**src/rtl/ram_controlador_pkg.sv**
```systemverilog
// Shared encodings and default geometry for the ram_controlador front-end.
package ram_controlador_pkg;

    localparam int DEPTH_DEF = 11;
    localparam int AW_DEF    = 8;
    localparam int DW_DEF    = 8;

    localparam logic [1:0] OP_READ  = 2'b00;
    localparam logic [1:0] OP_WRITE = 2'b01;
    localparam logic [1:0] OP_FILL  = 2'b10;
    localparam logic [1:0] OP_RSVD  = 2'b11;

    localparam logic [2:0] ST_IDLE    = 3'd0;
    localparam logic [2:0] ST_RD      = 3'd1;
    localparam logic [2:0] ST_WR_SET  = 3'd2;
    localparam logic [2:0] ST_WR_EN   = 3'd3;
    localparam logic [2:0] ST_WR_HOLD = 3'd4;
    localparam logic [2:0] ST_RESP    = 3'd5;

endpackage

```
**src/rtl/ram_ctrl_secuenciador.sv**
```systemverilog
// Fill address counter: cleared on load, advanced on step, flags the last RAM entry.
module ram_ctrl_secuenciador #(
    parameter int DEPTH = 11,
    parameter int AW    = 8
) (
    input  logic          clk,
    input  logic          rst,
    input  logic          load,
    input  logic          step,
    output logic [AW-1:0] nxt,
    output logic          last
);

    localparam logic [AW-1:0] LAST_ADDR = AW'(DEPTH - 1);

    logic [AW-1:0] cnt;

    // Stepping stops at the terminal address, so the counter never wraps.
    always_ff @(posedge clk) begin
        if (rst) begin
            cnt <= '0;
        end else if (load) begin
            cnt <= '0;
        end else if (step && !last) begin
            cnt <= cnt + 1'b1;
        end
    end

    assign nxt  = cnt + 1'b1;
    assign last = (cnt == LAST_ADDR);

endmodule

```
**src/rtl/ram_controlador.sv**
```systemverilog
// Valid/ready command front-end for the 8-bit asynchronous RAM: read, write and fill
// with a registered, glitch-free level-sensitive write enable.
module ram_controlador
    import ram_controlador_pkg::*;
#(
    parameter int DEPTH = DEPTH_DEF,
    parameter int AW    = AW_DEF,
    parameter int DW    = DW_DEF
) (
    input  logic          clk,
    input  logic          rst,
    input  logic          req_valid,
    output logic          req_ready,
    input  logic [1:0]    req_op,
    input  logic [AW-1:0] req_addr,
    input  logic [DW-1:0] req_wdata,
    output logic          rsp_valid,
    input  logic          rsp_ready,
    output logic [DW-1:0] rsp_rdata,
    output logic          rsp_err,
    output logic [AW-1:0] mem_addr,
    output logic [DW-1:0] mem_wdata,
    output logic          mem_en,
    input  logic [DW-1:0] mem_rdata
);

    localparam logic [AW-1:0] LAST_ADDR = AW'(DEPTH - 1);

    logic [2:0]    state;
    logic          fill_q;
    logic          accept;
    logic          cmd_err;
    logic          seq_step;
    logic          seq_last;
    logic [AW-1:0] seq_nxt;

    assign req_ready = (state == ST_IDLE);
    assign accept    = req_valid && req_ready;
    assign cmd_err   = (req_op == OP_RSVD) ||
                       (((req_op == OP_READ) || (req_op == OP_WRITE)) && (req_addr > LAST_ADDR));
    assign seq_step  = (state == ST_WR_HOLD) && fill_q;

    ram_ctrl_secuenciador #(
        .DEPTH (DEPTH),
        .AW    (AW)
    ) u_secuenciador (
        .clk  (clk),
        .rst  (rst),
        .load (accept),
        .step (seq_step),
        .nxt  (seq_nxt),
        .last (seq_last)
    );

    // mem_en is a flop output and only rises with mem_addr/mem_wdata already settled.
    always_ff @(posedge clk) begin
        if (rst) begin
            state     <= ST_IDLE;
            fill_q    <= 1'b0;
            mem_en    <= 1'b0;
            mem_addr  <= '0;
            mem_wdata <= '0;
            rsp_valid <= 1'b0;
            rsp_rdata <= '0;
            rsp_err   <= 1'b0;
        end else begin
            case (state)
                ST_IDLE: begin
                    if (accept) begin
                        fill_q    <= (req_op == OP_FILL);
                        mem_wdata <= req_wdata;
                        if (cmd_err) begin
                            rsp_valid <= 1'b1;
                            rsp_err   <= 1'b1;
                            rsp_rdata <= '0;
                            state     <= ST_RESP;
                        end else begin
                            mem_addr <= (req_op == OP_FILL) ? '0 : req_addr;
                            state    <= (req_op == OP_READ) ? ST_RD : ST_WR_SET;
                        end
                    end
                end
                ST_RD: begin
                    rsp_rdata <= mem_rdata;
                    rsp_err   <= 1'b0;
                    rsp_valid <= 1'b1;
                    state     <= ST_RESP;
                end
                ST_WR_SET: begin
                    mem_en <= 1'b1;
                    state  <= ST_WR_EN;
                end
                ST_WR_EN: begin
                    mem_en <= 1'b0;
                    state  <= ST_WR_HOLD;
                end
                ST_WR_HOLD: begin
                    if (fill_q && !seq_last) begin
                        mem_addr <= seq_nxt;
                        state    <= ST_WR_SET;
                    end else begin
                        rsp_rdata <= '0;
                        rsp_err   <= 1'b0;
                        rsp_valid <= 1'b1;
                        state     <= ST_RESP;
                    end
                end
                ST_RESP: begin
                    if (rsp_ready) begin
                        rsp_valid <= 1'b0;
                        state     <= ST_IDLE;
                    end
                end
                default: begin
                    mem_en <= 1'b0;
                    state  <= ST_IDLE;
                end
            endcase
        end
    end

endmodule

```
**config.mk**
```make
export PLATFORM = sky130hd
export DESIGN_NAME = ram_controlador
export DESIGN_NICKNAME = d
export VERILOG_FILES = /design/src/rtl/ram_controlador_pkg.sv /design/src/rtl/ram_ctrl_secuenciador.sv /design/src/rtl/ram_controlador.sv
export SDC_FILE = /design/constraint.sdc
export NUM_CORES = 1
export LEC_CHECK = 0
export BUFFER_PORTS_ARGS = -buffer_cell sky130_fd_sc_hd__buf_2
export CELL_PAD_IN_SITES_DETAIL_PLACEMENT = 0
export CELL_PAD_IN_SITES_GLOBAL_PLACEMENT = 1
export CORE_MARGIN = 10
export CORE_UTILIZATION = 36
export DETAILED_ROUTE_END_ITERATION = 16
export GPL_ROUTABILITY_DRIVEN = 0
export PLACE_DENSITY = 0.76
export RECOVER_POWER = 25
export SETUP_SLACK_MARGIN = 0.15
export SYNTH_ARGS = -nofsm -noshare
export SYNTH_HDL_FRONTEND = slang
export SYNTH_SLANG_ARGS = --single-unit
```
**constraint.sdc**
```tcl
create_clock -name clk -period 3 [get_ports clk]
set_clock_uncertainty 0.15 [all_clocks]
set_input_delay 0.15 -clock clk [delete_from_list [all_inputs] [get_ports clk]]
set_output_delay 0.15 -clock clk [all_outputs]
set_load 0.01 [all_outputs]
```
== Yosys cells after proc, flatten, opt, wreduce, memory -nomap -nowiden ==
Index checks and enable logic that the tools add are counted.

* Magnitude comparators: 1
* Mux-type cells: 23
* Reduce and logical (&&, ||, !) cells: 20
* Add/sub/neg operators: 1
* Equality and inequality tests: 15

{| class="wikitable"
|+ Operators by type and width
! kind !! number
|-
| $mux W8 || 7
|-
| $pmux W8 S3 || 1
|-
| $pmux W3 S6 || 1
|-
| $pmux W8 S2 || 1
|-
| $mux W3 || 4
|-
| $add A8 B1 Y8 const B || 1
|-
| $eq A8 B4 Y1 const B || 1
|-
| $gt A8 B4 Y1 const B || 1
|-
| $reduce_and A4 Y1 || 2
|-
| $eq A3 B2 Y1 const B || 2
|-
| $eq A3 B3 Y1 const B || 2
|-
| $ne A2 B1 Y1 const B || 3
|-
| $ne A2 B2 Y1 const B || 3
|-
| $logic_and A1 B1 Y1 || 5
|-
| $mux W1 || 5
|-
| $reduce_and A5 Y1 || 1
|-
| $eq A2 B2 Y1 const B || 2
|-
| $pmux W1 S4 || 1
|-
| $reduce_and A2 Y1 || 2
|-
| $reduce_bool A4 Y1 || 1
|-
| $reduce_or A4 Y1 || 1
|-
| $eq A3 B1 Y1 const B || 1
|-
| $logic_not A3 Y1 || 1
|-
| $pmux W1 S3 || 1
|-
| 9 further kinds || 10
|}

* Output and inout port bits: 28
* Flip-flop bits (word level): 39
* Word-level logic and storage cells: 69

== Depth between registers and ports, before layout ==
Gate-level depths: netlist of the first run.

* Depth in word-level cells: 7
* Mapped depth: 8
* Mapped depth without buffers: 7

== Modules after synthesis ==
Synthesis of the first run repeated with hierarchy kept, for this count alone.

* Cells, all modules: 270
* Area total of the unflattened synthesis: 2244.7 µm²

{| class="wikitable"
|+ Modules (own cells, without submodules)
! module !! cells an instance !! area each (µm²) !! times used !! seq. area each (µm²)
|-
| ram_controlador || 207 || 1686.6 || 1 || 620.6
|-
| ram_ctrl_secuenciador || 63 || 558.0 || 1 || 160.2
|}

== Worst setup path after synthesis of the first run ==
No wires, ideal clock.

* Path kind: register to register
* From: register u_secuenciador.cnt[0]
* To: register rsp_rdata[0]
* Path buffers: 1
* Library setup time: 0.137 ns
* Data arrival time: 2.036 ns
* Clock period less this slack: 2.323 ns
* Cell stages (with the launch flop): 8
* Required time: 2.713 ns
* Path slack: 0.677 ns
* Cell sequence: dfxtp_1 inv_1 ha_1 or4b_4 o311a_1 buf_6 a2111oi_4 o21ai_0

* Cells in the longest elaborated chain, start to end: 5

{| class="wikitable"
|+ RTL lines
! item !! RTL line !! RTL
|-
| start, declared || ram_ctrl_secuenciador.sv:16 || <nowiki>logic [AW-1:0] cnt;</nowiki>
|-
| start signal, assigned || ram_ctrl_secuenciador.sv:25 || <nowiki>cnt <= cnt + 1'b1;</nowiki>
|-
| $eq A8 B4 Y1 || ram_ctrl_secuenciador.sv:30 || <nowiki>assign last = (cnt == LAST_ADDR);</nowiki>
|-
| $logic_not A1 Y1 || ram_controlador.sv:98 || <nowiki>if (fill_q && !seq_last) begin</nowiki>
|-
| $logic_and A1 B1 Y1 || ram_controlador.sv:98 ||
|-
| $ne A2 B2 Y1 (no source line) || -- ||
|-
| $reduce_and A4 Y1 (no source line) || -- ||
|-
| end signal, assigned || ram_controlador.sv:84 || <nowiki>rsp_rdata <= mem_rdata;</nowiki>
|-
| end, declared || ram_controlador.sv:19 || <nowiki>output logic [DW-1:0] rsp_rdata,</nowiki>
|}

Every way passes these cells.
A chain may end at the register's enable or synchronous reset.

== Final worst setup path of the first run ==
* From: register u_secuenciador.cnt[1]
* To: register rsp_rdata[3]

The elaborated chain is that of the path after synthesis.

==> results of run 1 <==
==> registers in the layout, summed over array words and instances, names as in the netlist <==
name,flops
u_secuenciador.cnt,8
fill_q,1
mem_wdata,8
rsp_err,1
rsp_rdata,8
mem_en,1
mem_addr,8
state,3
rsp_valid,1
==> cells in the mapped netlist, types with 2 or more instances <==
library cell / instances / share of area
o311a_1: 2 / 0.011
a31oi_1: 3 / 0.010
a211oi_1: 5 / 0.020
clkbuf_1: 10 / 0.020
ha_1: 2 / 0.014
inv_1: 7 / 0.014
xnor2_1: 4 / 0.019
a21oi_1: 20 / 0.054
and4_1: 2 / 0.0095
nor3_1: 8 / 0.022
nor2_1: 17 / 0.034
nand2_1: 46 / 0.093
a22o_1: 2 / 0.0095
xor2_1: 9 / 0.043
nor4_1: 3 / 0.010
o21ai_0: 16 / 0.043
nand2b_1: 3 / 0.010
nand3_1: 7 / 0.019
and2_1: 3 / 0.010
a311oi_1: 3 / 0.014
dfxtp_1: 39 / 0.42
==> timing repair <==
| action | 4_1_cts | 5_1_grt |
|---|---|---|
| hold endpoints to repair | 16 | 0 |
| hold buffers | 16 | 0 |
| setup buffers | 0 | 0 |
==> critical path: stages, from the launching register on <==
cell and delay, ns:
dfxtp_1 0.42, ha_1 0.17, or4b_4 0.47, o311a_1 0.50
a2111oi_4 0.59, o21ai_0 0.17
==> path summary, 6_finish.rpt <==
path,slack [ns],end,startpoint
max reg2reg,0.40,rsp_rdata[3],u_secuenciador.cnt[1]
min,0.03,fill_q,req_op[0]
min reg2reg,0.30,mem_wdata[4],mem_wdata[4]
max,0.40,rsp_rdata[3],u_secuenciador.cnt[1]
==> logic make-up (layout without fill, tap and decap cells) <==
logic type,Yosys count,count (layout),share of synthesized area
buffers and inverters,19,90,0.0426
DFF,39,39,0.422
muxes,2,2,0.0115
AOI/OAI and AO/OA,60,60,0.214
xor gates and xnor gates,13,13,0.0615
and+or+nand+nor,95,95,0.235
adders and majority gates,2,2,0.0135
==> power by group through the flow <==
stage	clock network (mW)	registers (mW)	logic, mW
after global placement	0	0.737	0.793
after detailed placement	0	0.733	0.797
after global routing	0.427	0.746	0.889
final	0.386	0.725	0.787
after floorplan	0	0.735	0.524
after CTS	0.403	0.723	0.813
==> routing by layer <==
layer,up-vias,GRT usage
met5,-,0
met4,0,0.0308
met3,6,0.0522
met2,55,0.174
met1,787,0.162
li1,951,-
==> cell type report <==
type                       instances  area (sq um)
clock buffer                       8           100
fill                             504          2620
inverter                           7          26.3
multi-input combinational        172           992
sequential                        39           781
tap                               70          87.6
timing repair buffer              75           440
==> through the flow <==
step / utilization / hold slack [ns] / instances / area (sq um)
6_report: 0.481 / 0.0304 / 371 / 2430
2_1_floorplan: - / 0.109 / 230 / 1850
5_1_grt: 0.481 / 0.0543 / 371 / 2430
3_3_place_gp: 0.434 / 0.195 / 347 / 2190
4_1_cts: 0.485 / 0.0113 / 371 / 2450
3_5_place_dp: 0.434 / 0.204 / 347 / 2190
==> flow_summary.toml, run 1 <==
[synthesis]
synth-seq-cells = 39
syn-num-nets = 262
ys_seq_area_frac = 0.422
ys.warnings.count = 0
ys_types = 40
ys_async_sr_fraction = 0
ys.flop_type = "dfxtp_1"
avgSynthCellArea_sq_um = 8.05
synth_edf_count = 0
syn_inst = 230
synth.cell_area_sq_um = 1850

[global_routing]
grt_pass1_vias = 1766
grt_usage = 0.121
grt_overflow = 0
grt_max_degree = 25
antenna_found_initial = 0
grt_pass1_wl_mm = 8.70

[power_and_ir_drop]
power.leakage_nw = 0.957
vdd_drop_max_v = 0.000336
cellPowerDensity_nw_per_um2 = 782
combPwrFrac = 0.414
p_sw_frac = 0.396
switching_power_uw = 751
power_mw = 1.90
seq_power_share = 0.382
clock_power_share = 0.204
internal_power_mw = 1.15

[floorplanning]
pin_count = 58
initial_core_util = 0.367
die_w_um = 91.7
die-height_um = 91.7
die_area_sq_um = 8410
core_area_sq_um = 5040
rows = 26

[routing]
wl_per_cell_um = 13.7
dr_wl_met3_um = 473
first_iter_violations = 101
dr.pass1.iters = 4
vias_per_cell = 4.85
dr.max_layer_used = "met4"
met2_length_mm = 2.01
ant_nets = 0
wl_met1_mm = 2.55
drcViolationCount = 0
vias = 1799
wirelength_mm = 5.10

[timing]
tightest_slew_ns = 0.875
setup_viol = 0
worst_slack_ns = 0.403
slew_violations = 0
tns_ns = 0
final_hold_viol_count = 0
fin_crit_sh = 0.866
fmax_mhz = 385
rsz0062_at_grt = "false"
max_slew_margin = 0.412
period_needed_ns = 2.60

[place]
dp_slack_ns = 0.390
hpwl_mm = 3.73
port_buffers = 57

[setup_path]
ff2ff_path_depth = 5
crit_fanout = 10
cp.required_ns = 3.00
start_kind = "flip-flop"
arrival_ns = 2.60
cp-end-kind = "flip-flop"
critical_path_class = "flip-flop to flip-flop"

[status]
status = "finished, final reports clean"

[finish]
final_common_cell = "nand2_1"
final_cell_mix = "nand2_1, buf_2, dfxtp_1, a21oi_1"
antenna_cells = 0
syn_to_final_growth_pct = 31.1
drive_above_1_share = 0.179
final_nets = 332

[clock_network]
ctsHtreeMaxLevel = 2
cts_inserted_buffers = 5
path_clk_slew_ns = 0.07
cts_sinks = 39
cts-root-buf = "clkbuf_8"
cts_max_path_buffers = 2
tritoncts = "built"
post_cts_resize_count = 0
clkLatencyLatePin_ns = 0.29

[flow_run]
drv_cap = 0

[worst_hold_path]
hold_depth = 4
hold_path_class = "input pin to flip-flop"
Note: power is estimated with default switching activity, not from simulation.
==> run 2: changes to the inputs <==
--- a/config.mk
+++ b/config.mk
@@ -5,14 +5,15 @@
 export SDC_FILE = /design/constraint.sdc
 export NUM_CORES = 1
 export LEC_CHECK = 0
+export ABC_AREA = 1
 export BUFFER_PORTS_ARGS = -buffer_cell sky130_fd_sc_hd__buf_2
 export CELL_PAD_IN_SITES_DETAIL_PLACEMENT = 0
 export CELL_PAD_IN_SITES_GLOBAL_PLACEMENT = 1
 export CORE_MARGIN = 10
-export CORE_UTILIZATION = 36
+export CORE_UTILIZATION = 37
 export DETAILED_ROUTE_END_ITERATION = 16
 export GPL_ROUTABILITY_DRIVEN = 0
-export PLACE_DENSITY = 0.76
+export PLACE_DENSITY = 0.78
 export RECOVER_POWER = 25
 export SETUP_SLACK_MARGIN = 0.15
 export SYNTH_ARGS = -nofsm -noshare
==> constraint.sdc (replaced) <==
create_clock -name clk -period 2.44 [get_ports clk]
set_clock_uncertainty 0.15 [all_clocks]
set_input_delay 0.122 -clock clk [delete_from_list [all_inputs] [get_ports clk]]
set_output_delay 0.122 -clock clk [all_outputs]
set_load 0.01 [all_outputs]
==> run 2 against run 1 <==
  * Critical endpoint unchanged
  * Highest routed layer unchanged
  * Maximum frequency grew 40%
  * Non-clock buffer count shrank 1
  * Register-to-register slack gained 0.19 ns
  * Worst hold slack lost 0.011 ns
  * Sequential cell count is the same
  * Clock power grew 16%
  * Core utilization grew 1.1 points
  * First-iteration DRC count shrank 26%
==> flow_summary.toml, run 2 <==
[status]
status = "finished, final reports clean"

[place]
port_buffers = 57
hpwl_mm = 3.78
place_inst = 373

[setup_path]
critical_path_class = "flip-flop to flip-flop"
path_cells = "inv_1 -> nor2_4 -> nand2_2 -> nor2_8 -> nor2_4 -> nand3_4 -> nand2_1 -> a21oi_1"
r2r_start = "state[2]"
ff2ff_path_depth = 8
endpoint = "rsp_rdata[3]"
r2r_slack_ns = 0.59
cp.required_ns = 2.51
crit_fanout = 13
slowest_delay_ns = 0.57
setup.worst_path.start = "state[2]"
crit_slowest_cell = "dfxtp_1"
arrival_ns = 1.92
start_kind = "flip-flop"
r2r-end = "rsp_rdata[3]"
cp-end-kind = "flip-flop"
crit_path_frequent_cell = "nor2_4"

[global_routing]
antenna_found_initial = 0
grt_pass1_wl_mm = 8.64
grt_max_degree = 26
grt_pass1_vias = 1803
grt_usage = 0.122
grt_overflow = 0

[power_and_ir_drop]
internal_power_mw = 1.37
seq_power_share = 0.349
vdd_drop_max_v = 0.000368
p_sw_frac = 0.448
power.leakage_nw = 1.07
switching_power_mw = 1.11
clock_power_share = 0.181
cellPowerDensity_nw_per_um2 = 979
combPwrFrac = 0.470

[routing]
ant_nets = 0
wirelength_mm = 5.19
dr.pass1.iters = 5
wl_per_cell_um = 13.0
vias_per_cell = 4.61
first_iter_violations = 75
vias = 1835
drcViolationCount = 0

[finish]
final_cell_mix = "nand2_1, buf_2, dfxtp_1, a21oi_1"
syn_to_final_growth_pct = 28.3
register_area_sq_um = 781
final_nets = 359
final_common_cell = "nand2_1"
multiInputGateArea_sq_um = 1060
instances_no_fill = 398
antenna_cells = 0
fin_util = 0.493
drive_above_1_share = 0.287
fillers = 562

[synthesis]
avgSynthCellArea_sq_um = 7.83
ys_seq_area_frac = 0.396
ys_async_sr_fraction = 0
synth_area_leaders = "dfxtp_1, nand2_1, a21oi_1"
syn_inst = 252
synth_common_cells = "nand2_1, dfxtp_1, a21oi_1, nor2_1, inv_1"
syn-num-nets = 284
synth_edf_count = 0
synth_most_common_cell = "nand2_1"
synth_top_area_cell = "dfxtp_1"
ys.flop_type = "dfxtp_1"
ys_types = 34
synth-seq-cells = 39
ys.warnings.count = 0
synth_top_area_frac = 0.396
synth.cell_area_sq_um = 1970

[timing]
tns_ns = 0
worst_hold_slack_ns = 0.0198
fmax_mhz = 541
final_hold_viol_count = 0
rsz0062_at_grt = "false"
setup_viol = 0
period_needed_ns = 1.85
fin_crit_sh = 0.758
max_slew_margin = 0.669
slew_violations = 0
tightest_slew_ns = 0.496

[clock_network]
clkLatencyLatePin_ns = 0.30
cts-root-buf = "clkbuf_8"
path_clk_slew_ns = 0.09
ctsHtreeMaxLevel = 2
ctsHoldBuffers = 17
cts_max_path_buffers = 2
tritoncts = "built"
cts_sinks = 39
cts_inserted_buffers = 5
cts_setup_buffers = 0
post_cts_resize_count = 0

[worst_hold_path]
hold_path_class = "input pin to flip-flop"

[floorplanning]
initial_core_util = 0.384
die_w_um = 93.0
pin_count = 58
die_area_sq_um = 8650
rows = 26
core_area_sq_um = 5140
die-height_um = 93.0

[flow_run]
drv_cap = 0
-- run 2: changes by cell type after synthesis, moves of 5 or more --
cell,change
inv_1,+8
nor3_1,-7
a21oi_2,+9
clkbuf_1,-7
nand2_2,+13
o21ai_0,-11
inv_2,+5
nand2_1,+25
nand3_1,+7
xor2_1,-6
-- run 2: cell type report --
type	instances	area share
sequential	39	0.308
clock buffer	5	0.0272
inverter	21	0.0321
timing repair buffer	74	0.172
clock inverter	3	0.00791
tap	70	0.0346
multi-input combinational	186	0.418
-- run 2: cells by family after synthesis --
kind of cell	synth area share
adder cells (fa/ha/maj)	0.0127
XOR/XNOR	0.0222
AND/OR/NAND/NOR	0.361
buffers and inverters	0.0679
flip-flops	0.396
AO/OA/AOI/OAI	0.141
-- run 2: worst min-delay path by stage --
| stage | start | slack, ns | cells past startpoint | endpoint |
|---|---|---|---|---|
| floorplan | req_wdata[0] | 0.12 | 2 | mem_wdata[0] |
| global placement | req_wdata[4] | 0.22 | 3 | mem_wdata[4] |
| detailed placement | req_wdata[0] | 0.23 | 3 | mem_wdata[0] |
| CTS | req_addr[3] | 0.02 | 5 | mem_addr[3] |
| global route | req_addr[3] | 0.07 | 5 | mem_addr[3] |
| finish | req_addr[3] | 0.02 | 5 | mem_addr[3] |
-- run 2: critical path: cells and delay by family, from the launching register on --
family,cells,cell delay (ns)
compound gates,1,0.12
buf+inv,1,0.16
flops,1,0.57
simple gates,6,0.77
-- run 2: per-stage QoR --
stage               worst slack, ns  area, sq um  power (mW)
floorplan                     0.872         1970        1.80
global placement              0.680         2290        2.05
detailed placement            0.616         2290        2.06
CTS                           0.587         2550        2.53
global route                  0.425         2530        2.69
finish                        0.591         2530        2.48
-- run 2: metal layers --
metal	vias to the layer above	GRT usage	part of all wire
li1	967	-	-
met3	7	0.0344	0.044
met1	825	0.143	0.44
met5	-	0	0
met4	0	0.0424	0.012
met2	36	0.208	0.51
-- run 2: power by group through the flow --
stage / sequential [mW] / combinational [mW] / clock (mW)
global route: 0.881 / 1.33 / 0.488
detailed placement: 0.878 / 1.18 / 0
floorplan: 0.897 / 0.898 / 0
finish: 0.866 / 1.16 / 0.449
global placement: 0.876 / 1.17 / 0
CTS: 0.864 / 1.20 / 0.465
